`config.mk`:
```
export PLATFORM = sky130hd
export DESIGN_NAME = bit_serial_adder
export DESIGN_NICKNAME = d
export VERILOG_FILES = /design/src/rtl/bit_serial_adder.sv
export SDC_FILE = /design/constraint.sdc
export NUM_CORES = 1
export LEC_CHECK = 0
export ABC_AREA = 1
export BUFFER_PORTS_ARGS = -buffer_cell sky130_fd_sc_hd__buf_2
export CORE_MARGIN = 1.5
export CORE_UTILIZATION = 53
export DETAILED_ROUTE_END_ITERATION = 8
export MAX_ROUTING_LAYER = met4
export PLACE_DENSITY_LB_ADDON = 0.1
export SYNTH_ARGS = -nofsm -noshare
export SYNTH_HDL_FRONTEND = slang
export SYNTH_HIERARCHICAL = 1
export SYNTH_SLANG_ARGS = --single-unit
```
`constraint.sdc`:
```
create_clock -name sys_clk -period 1.65 [get_ports sys_clk]
set_input_delay 0.165 -clock sys_clk [delete_from_list [all_inputs] [get_ports sys_clk]]
set_output_delay 0.165 -clock sys_clk [all_outputs]
set_load 0.02 [all_outputs]
```
`src/rtl/bit_serial_adder.sv`:
```
// ---------------------------------------------------------------------------
// bit_serial_adder
//   Adds two WIDTH-bit unsigned operands plus a carry-in, LSB first, one bit
//   per clock through a single 1-bit full_adder stage. The carry between bit
//   positions is held in a flip-flop. The result is {cout, sum} =
//   in_a + in_b + cin, modulo 2^(WIDTH+1).
//
//   Timing: a start accepted at edge T gives busy=1 for cycles T+1..T+WIDTH
//   and a one-cycle done pulse in cycle T+WIDTH+1. A start seen during the
//   done cycle is accepted immediately (back-to-back operation).
//
// Ports
//   sys_clk    in   1      system clock, rising edge
//   sys_rst_n  in   1      asynchronous active-low reset
//   start      in   1      add request, sampled only in IDLE or DONE
//   in_a       in   WIDTH  operand A, captured on an accepted start
//   in_b       in   WIDTH  operand B, captured on an accepted start
//   cin        in   1      carry-in, captured on an accepted start
//   busy       out  1      high while bits are being added
//   done       out  1      one-cycle pulse, sum/cout valid from this cycle
//   sum        out  WIDTH  result, held until the next done
//   cout       out  1      final carry-out, held until the next done
// ---------------------------------------------------------------------------
`timescale 1ns/1ps

// Single-bit full adder stage used by the serial datapath.
module full_adder (
    input  logic a,
    input  logic b,
    input  logic carry_in,
    output logic sum_bit,
    output logic carry_out
);
    assign sum_bit   = a ^ b ^ carry_in;
    assign carry_out = (a & b) | (a & carry_in) | (b & carry_in);
endmodule

module bit_serial_adder #(
    parameter int WIDTH = 8
) (
    input  logic             sys_clk,
    input  logic             sys_rst_n,
    input  logic             start,
    input  logic [WIDTH-1:0] in_a,
    input  logic [WIDTH-1:0] in_b,
    input  logic             cin,
    output logic             busy,
    output logic             done,
    output logic [WIDTH-1:0] sum,
    output logic             cout
);
    localparam int CW = $clog2(WIDTH);

    typedef enum logic [1:0] {
        IDLE = 2'd0,
        RUN  = 2'd1,
        DONE = 2'd2
    } state_t;

    state_t           state_reg;
    state_t           state_next;
    logic             accept;

    logic [WIDTH-1:0] a_sr_reg;
    logic [WIDTH-1:0] b_sr_reg;
    logic [WIDTH-1:0] sum_sr_reg;
    logic             carry_reg;
    logic [CW-1:0]    cnt_reg;
    logic [WIDTH-1:0] sum_reg;
    logic             cout_reg;

    logic             fa_sum;
    logic             fa_carry;
    logic             last_bit;
    logic [WIDTH-1:0] sum_sr_next;

    full_adder u_fa (
        .a         (a_sr_reg[0]),
        .b         (b_sr_reg[0]),
        .carry_in  (carry_reg),
        .sum_bit   (fa_sum),
        .carry_out (fa_carry)
    );

    // New sum bit enters from the MSB side; after WIDTH shifts bit 0 of the
    // result has travelled down to sum_sr[0].
    assign sum_sr_next = (sum_sr_reg >> 1) | ({{(WIDTH-1){1'b0}}, fa_sum} << (WIDTH-1));
    assign last_bit    = (cnt_reg == CW'(WIDTH-1));

    // ------------------------------------------------------------------
    // FSM: state register
    // ------------------------------------------------------------------
    always_ff @(posedge sys_clk or negedge sys_rst_n) begin
        if (!sys_rst_n) begin
            state_reg <= IDLE;
        end else begin
            state_reg <= state_next;
        end
    end

    // ------------------------------------------------------------------
    // FSM: next state and accept decode
    // ------------------------------------------------------------------
    always_comb begin
        state_next = IDLE;
        accept     = 1'b0;
        case (state_reg)
            IDLE, DONE: begin
                // DONE accepts a new start just like IDLE so a held start
                // streams one add every WIDTH+1 cycles.
                if (start) begin
                    accept     = 1'b1;
                    state_next = RUN;
                end else begin
                    state_next = IDLE;
                end
            end
            RUN: begin
                state_next = last_bit ? DONE : RUN;
            end
            default: begin
                state_next = IDLE;
            end
        endcase
    end

    // ------------------------------------------------------------------
    // Serial datapath
    // ------------------------------------------------------------------
    always_ff @(posedge sys_clk or negedge sys_rst_n) begin
        if (!sys_rst_n) begin
            a_sr_reg   <= '0;
            b_sr_reg   <= '0;
            sum_sr_reg <= '0;
            carry_reg  <= 1'b0;
            cnt_reg    <= '0;
            sum_reg    <= '0;
            cout_reg   <= 1'b0;
        end else if (accept) begin
            a_sr_reg  <= in_a;
            b_sr_reg  <= in_b;
            carry_reg <= cin;
            cnt_reg   <= '0;
        end else if (state_reg == RUN) begin
            a_sr_reg   <= a_sr_reg >> 1;
            b_sr_reg   <= b_sr_reg >> 1;
            carry_reg  <= fa_carry;
            sum_sr_reg <= sum_sr_next;
            cnt_reg    <= cnt_reg + 1'b1;
            // Publish the finished result on the same edge that enters DONE,
            // so sum/cout stay stable through IDLE and the next RUN.
            if (last_bit) begin
                sum_reg  <= sum_sr_next;
                cout_reg <= fa_carry;
            end
        end
    end

    assign busy = (state_reg == RUN);
    assign done = (state_reg == DONE);
    assign sum  = sum_reg;
    assign cout = cout_reg;

endmodule

```
Yosys cells after proc, flatten, opt, wreduce, memory -nomap -nowiden

Index checks and enable logic that the tools add are counted.

Input bits: 20
Output and inout bits: 11
Bits in registers: 39

Reductions and logical operators: 5
Add/sub/neg operators: 1
Bitwise operators: 9
Multiplexer cells: 13
Equality and inequality tests: 3

Operator list:

| cell                                                                  | number |
|---|---|
| 8-bit 2-to-1 mux                                                      | 4 |
| 7-bit by 8-bit OR with 8-bit output                                   | 1 |
| 3-bit 2-to-1 mux                                                      | 2 |
| 1-bit 2-to-1 mux                                                      | 5 |
| 2-bit one-hot mux with 2 select lines                                 | 1 |
| 3-bit by 1-bit adder with 3-bit output, second input constant         | 1 |
| 1-bit AND                                                             | 3 |
| 3-bit equality test, second input constant                            | 1 |
| 3-bit AND reduction                                                   | 1 |
| 2-bit by 1-bit equality test with 1-bit output, second input constant | 1 |
| 2-bit equality test, second input constant                            | 1 |
| 2-bit zero test                                                       | 1 |
| 2-bit 2-to-1 mux                                                      | 1 |
| 1-bit OR                                                              | 2 |
| 2-bit AND reduction                                                   | 1 |
| 2-bit nonzero test                                                    | 1 |
| 2-bit OR reduction                                                    | 1 |
| 1-bit bitwise XOR                                                     | 2 |
| 1-bit NOT                                                             | 1 |

Depth between registers and ports, before layout

Word-level depth: 5
Depth in mapped cells: 7
Depth with buffers taken out: 6

By module

The synthesis kept the hierarchy.

Modules (own cells, without submodules):

| module           | cells an instance | instances | sequential area each (um^2) | area an instance (um^2) |
|---|---|---|---|---|
| bit_serial_adder | 213               | 1         | 950.9                       | 1,740.4 |
| full_adder       | 1                 | 1         | 0.0                         | 20.0 |

Worst setup path after synthesis

OpenSTA, ideal clock, no wires.

Path kind: register to output
Start: register state_reg[0]
End: output port done
Cell stages (with the launch flop): 4
Path buffers: 2
Arrival time: 0.970 ns
Setup slack: 0.515 ns
Cells stage by stage: dfrtp_1 buf_4 buf_2 nor2_1

Longest elaborated chain between the ends: 1

RTL lines:

| what                   | line | RTL |
|---|---|---|
| start, declared        | 60   | `state_t state_reg;` |
| start signal, assigned | 97   | `state_reg <= state_next;` |
| 2-bit equality test    | 160  | `assign done = (state_reg == DONE);` |
| end, declared          | 48   | `output logic done,` |

No other way between the ends.

Worst setup path in the final report

Start: register state_reg[0]
End: output port busy

Longest elaborated chain between the ends: 1

RTL lines:

| what                                           | line | RTL |
|---|---|---|
| 2-bit by 1-bit equality test with 1-bit output | 159  | `assign busy = (state_reg == RUN);` |
| end, declared                                  | 47   | `output logic busy,` |

No other way between the ends.

==> impl_results.md <==
* Synthesized area per cell at 8.23 µm²
* Die ar. at 3680 µm²
* Buffer depth of the longest clock path at 2
* CTS Buf Count at 5
* Clock Pin Slew Worst Setup and Hold Paths at 0.12 ns
* Clock tree from TritonCTS: done
* Start-to-end type of the worst setup path: flop to primary output
* Sequential element share of the synthesized area at 0.540
* Power Density at 1900 nW/µm²
* Slew at the pin closest to its max-slew limit at 0.468 ns
* Outcome: completed
* Slowest stage cell, crit path: sky130_fd_sc_hd__dfrtp_1
* Average detailed-routed wire length per instance at 12.2 µm
* Area Overhead vs Synth at 17.3%
* Clock Skew at 0.0139 ns
* Width of the chip at a little over 60 µm
* Largest family of logic cells by synthesized area: simple AND/OR/NAND/NOR gates
* Cells on worst reg2reg path at 4
* Leakage power at 1.16 nW
* TritonCTS sink count at 38
* Fill cell total of the finished layout at 283
* Number of ports placed on the die boundary at 31
* Later-pin clock latency in the skew report at 0.36 ns
* Worst-case hold slack at 0.0112 ns
* Maximum number of pins on one net before global-route repair at 39
* RSZ-0062 raised after global routing: false
* Final Slew Violations at 0
* Register bit count reported by yosys at 38
* Via/cell ratio at roughly 5.0
* Combined global-route utilization of all metal layers at 0.229
* Worst voltage drop across the vdd grid at between 1000 and 1500 µV
* Synth Cell Area at ~1800 µm²
* Worst hold path cell count at 3
* Fraction of the mapped netlist area in adder cells at 0.0256
* Multi-input gate area in the final layout at roughly 650 µm²
* Std-Cell Rows at 20
* Routability congestion estimate from global placement at 0.797
* Largest area contributor in the synthesized netlist: sky130_fd_sc_hd__dfrtp_1
* Area contributors post-synth: sky130_fd_sc_hd__dfrtp_1 (54%), sky130_fd_sc_hd__nand2_1 (16%), sky130_fd_sc_hd__nand3_1 (14%)
* Net count after synthesis at 237
* Initial cell density of the core at 0.567
* Reg2reg start: state_reg[0]
* Ordered cell list for the critical path: inv_4, nor2_4, buf_4, buf_2
* Reg-to-Reg End: sum[5]
* FF/Latch Area at 951 µm²
* Critical path required time at 1.48 ns
* Antenna Diode Count at 0
* Hold violation count in the final report at 0
* Setup TNS at 0 ns
* Final setup vio count at 0
* Yosys Warn Count at 6
* Delay of the slowest cell on the worst path at 0.46 ns
* Fraction of synthesized cell area taken by the top area cell type at 0.540
* Source of the worst hold timing path: in_b[7]
* Placed standard-cell area at a little under 2000 µm²
* Most frequent cells in the layout: sky130_fd_sc_hd__nand2_1 (77), sky130_fd_sc_hd__nand3_1 (50), sky130_fd_sc_hd__dfrtp_1 (38), sky130_fd_sc_hd__buf_2 (30), sky130_fd_sc_hd__inv_1 (20)
* Number of global-route vias before repair at 1413
* Critical path depth at 4
* Most common cell after layout, fill and taps aside: sky130_fd_sc_hd__nand2_1
* Detailed-route via count at roughly 1500
* Hpwl dp at 2430 µm
* Post-route setup slack at 0.152 ns
* H-tree levels at 2
* Hold Crit Endpoint: b_sr_reg[7]
* Type of destination of the critical path: primary output
* Iteration-0 DRC count of the detailed router at 56
* Min Clock Period, post-route at 1.50 ns
* Mux contribution to synthesized area at 0
* Number of input and output port buffers inserted at 30
* Global-route wire length before repair at 5870 µm
* Share of post-route cells with drive strength above 1 at 0.207
* Achievable frequency at 668 MHz
* Tightest slew margin relative to the limit at 0.688
* Area share of and/or/nand/nor cells after synthesis at 0.321
* Fraction of the mapped netlist area in compound gates at 0.0199
* Worst Setup Slack post-DPL at a little over 0.3 ns
* Post-Synthesis Cells at 214
* Critical-path maximum fanout at 6
* Initial antenna violation count at 0
* Final-stage net count at between 200 and 300
* Synthesized-area fraction occupied by xor and xnor cells at 0
* Class of the most critical hold timing path: primary input to flop
* Gate family responsible for the most delay along the worst path: flip-flops
* R2r setup slk at 0.30 ns
* Crit path arrival time at between 1 and 1.5 ns
* Count of maximum capacitance violations at 0
* Pre-antenna DRT Iters at 4
* Final WL at 3590 µm
* Kind of start point of the critical path: flop
* Core region area at 3100 µm²
* Area of all placed cells without fillers at 2060 µm²
* Remaining Overflow, GRT at 0
* Number of nets with antenna violations after routing at 0
* Number of distinct library cell variants in the gate-level netlist after synthesis at 17
* Critical path buffer and inverter count at 3
* Die span in y at a little over 60 µm
* Root buffer cell: sky130_fd_sc_hd__clkbuf_4
* Period Utilization, post-route at 0.908
* Count of unresolved DRC violations after routing at 0
[per-stage QoR]
step	power [mW]	std cells	util
6_report	3.92	295	0.665
5_1_grt	4.26	295	0.665
4_1_cts	3.92	295	0.664
3_5_place_dp	3.27	285	0.630
3_3_place_gp	3.18	285	0.630
2_1_floorplan	2.81	214	-
[report_power, final]
part / switching, mW / total (mW) / leakage (nW) / internal, mW
registers: 0.262 / 1.62 / 0.481 / 1.35
clock network: 0.323 / 0.641 / 0.0374 / 0.318
logic: 1.03 / 1.66 / 0.646 / 0.625
[cell usage after synthesis]
cell type	n
sky130_fd_sc_hd__nand2_1	77
sky130_fd_sc_hd__nand3_1	50
sky130_fd_sc_hd__dfrtp_1	38
sky130_fd_sc_hd__inv_1	20
sky130_fd_sc_hd__o21ai_0	7
sky130_fd_sc_hd__buf_2	5
sky130_fd_sc_hd__buf_4	5
sky130_fd_sc_hd__ha_1	2
sky130_fd_sc_hd__nor2_1	2
sky130_fd_sc_hd__buf_6	1
sky130_fd_sc_hd__clkbuf_2	1
sky130_fd_sc_hd__fa_1	1
sky130_fd_sc_hd__inv_2	1
sky130_fd_sc_hd__inv_4	1
sky130_fd_sc_hd__nand2_2	1
sky130_fd_sc_hd__nor2_2	1
sky130_fd_sc_hd__or2_1	1
[worst max-delay path by stage]
| stage | startpoint | to | slack [ns] |
|---|---|---|---|
| after floorplan | state_reg[0] | done | 0.52 |
| after global placement | state_reg[0] | sum[5] | 0.37 |
| after detailed placement | state_reg[0] | sum[5] | 0.31 |
| after CTS | state_reg[0] | busy | 0.1 |
| after global routing | state_reg[0] | busy | 0.06 |
| final | state_reg[0] | busy | 0.15 |
[cells by family after synthesis]
family          count (synthesis)
compound gates                  7
fa+ha+maj                       3
buf+inv                        34
simple gates                  132
flops                          38
[layout make-up]
| cell class | count | area share |
|---|---|---|
| Inverter | 22 | 0.0412 |
| Clock inverter | 3 | 0.0218 |
| Timing Repair Buffer | 41 | 0.115 |
| Clock buffer | 5 | 0.0182 |
| Sequential cell | 38 | 0.461 |
| Multi-Input combinational cell | 142 | 0.316 |
| Tap cell | 44 | 0.0267 |
[worst min-delay path, stage by stage]
cell and delay (ns):
sky130_fd_sc_hd__buf_2 0.07, sky130_fd_sc_hd__nand2_1 0.04, sky130_fd_sc_hd__nand2_1 0.06
[layer usage]
| layer | global-route usage | part of all wire | routed length [µm] | vias up |
|---|---|---|---|---|
| met5 | - | 0 | 0 | - |
| met4 | 0.0839 | 0.015 | 53 | 0 |
| met3 | 0.0725 | 0.048 | 172 | 8 |
| met2 | 0.386 | 0.48 | 1730 | 32 |
| met1 | 0.255 | 0.46 | 1630 | 694 |
| li1 | - | - | - | 743 |
[what timing repair did]
| action | in CTS | in global routing |
|---|---|---|
| pin swaps | 0 | 0 |
| hold buffers | 2 | 0 |
| setup buffers | 0 | 0 |
| setup endpoints to repair | 1 | 1 |
| hold endpoints to repair | 39 | 0 |
| gates resized for setup | 1 | 1 |
No activity file was read; power rests on OpenSTA's default activity.
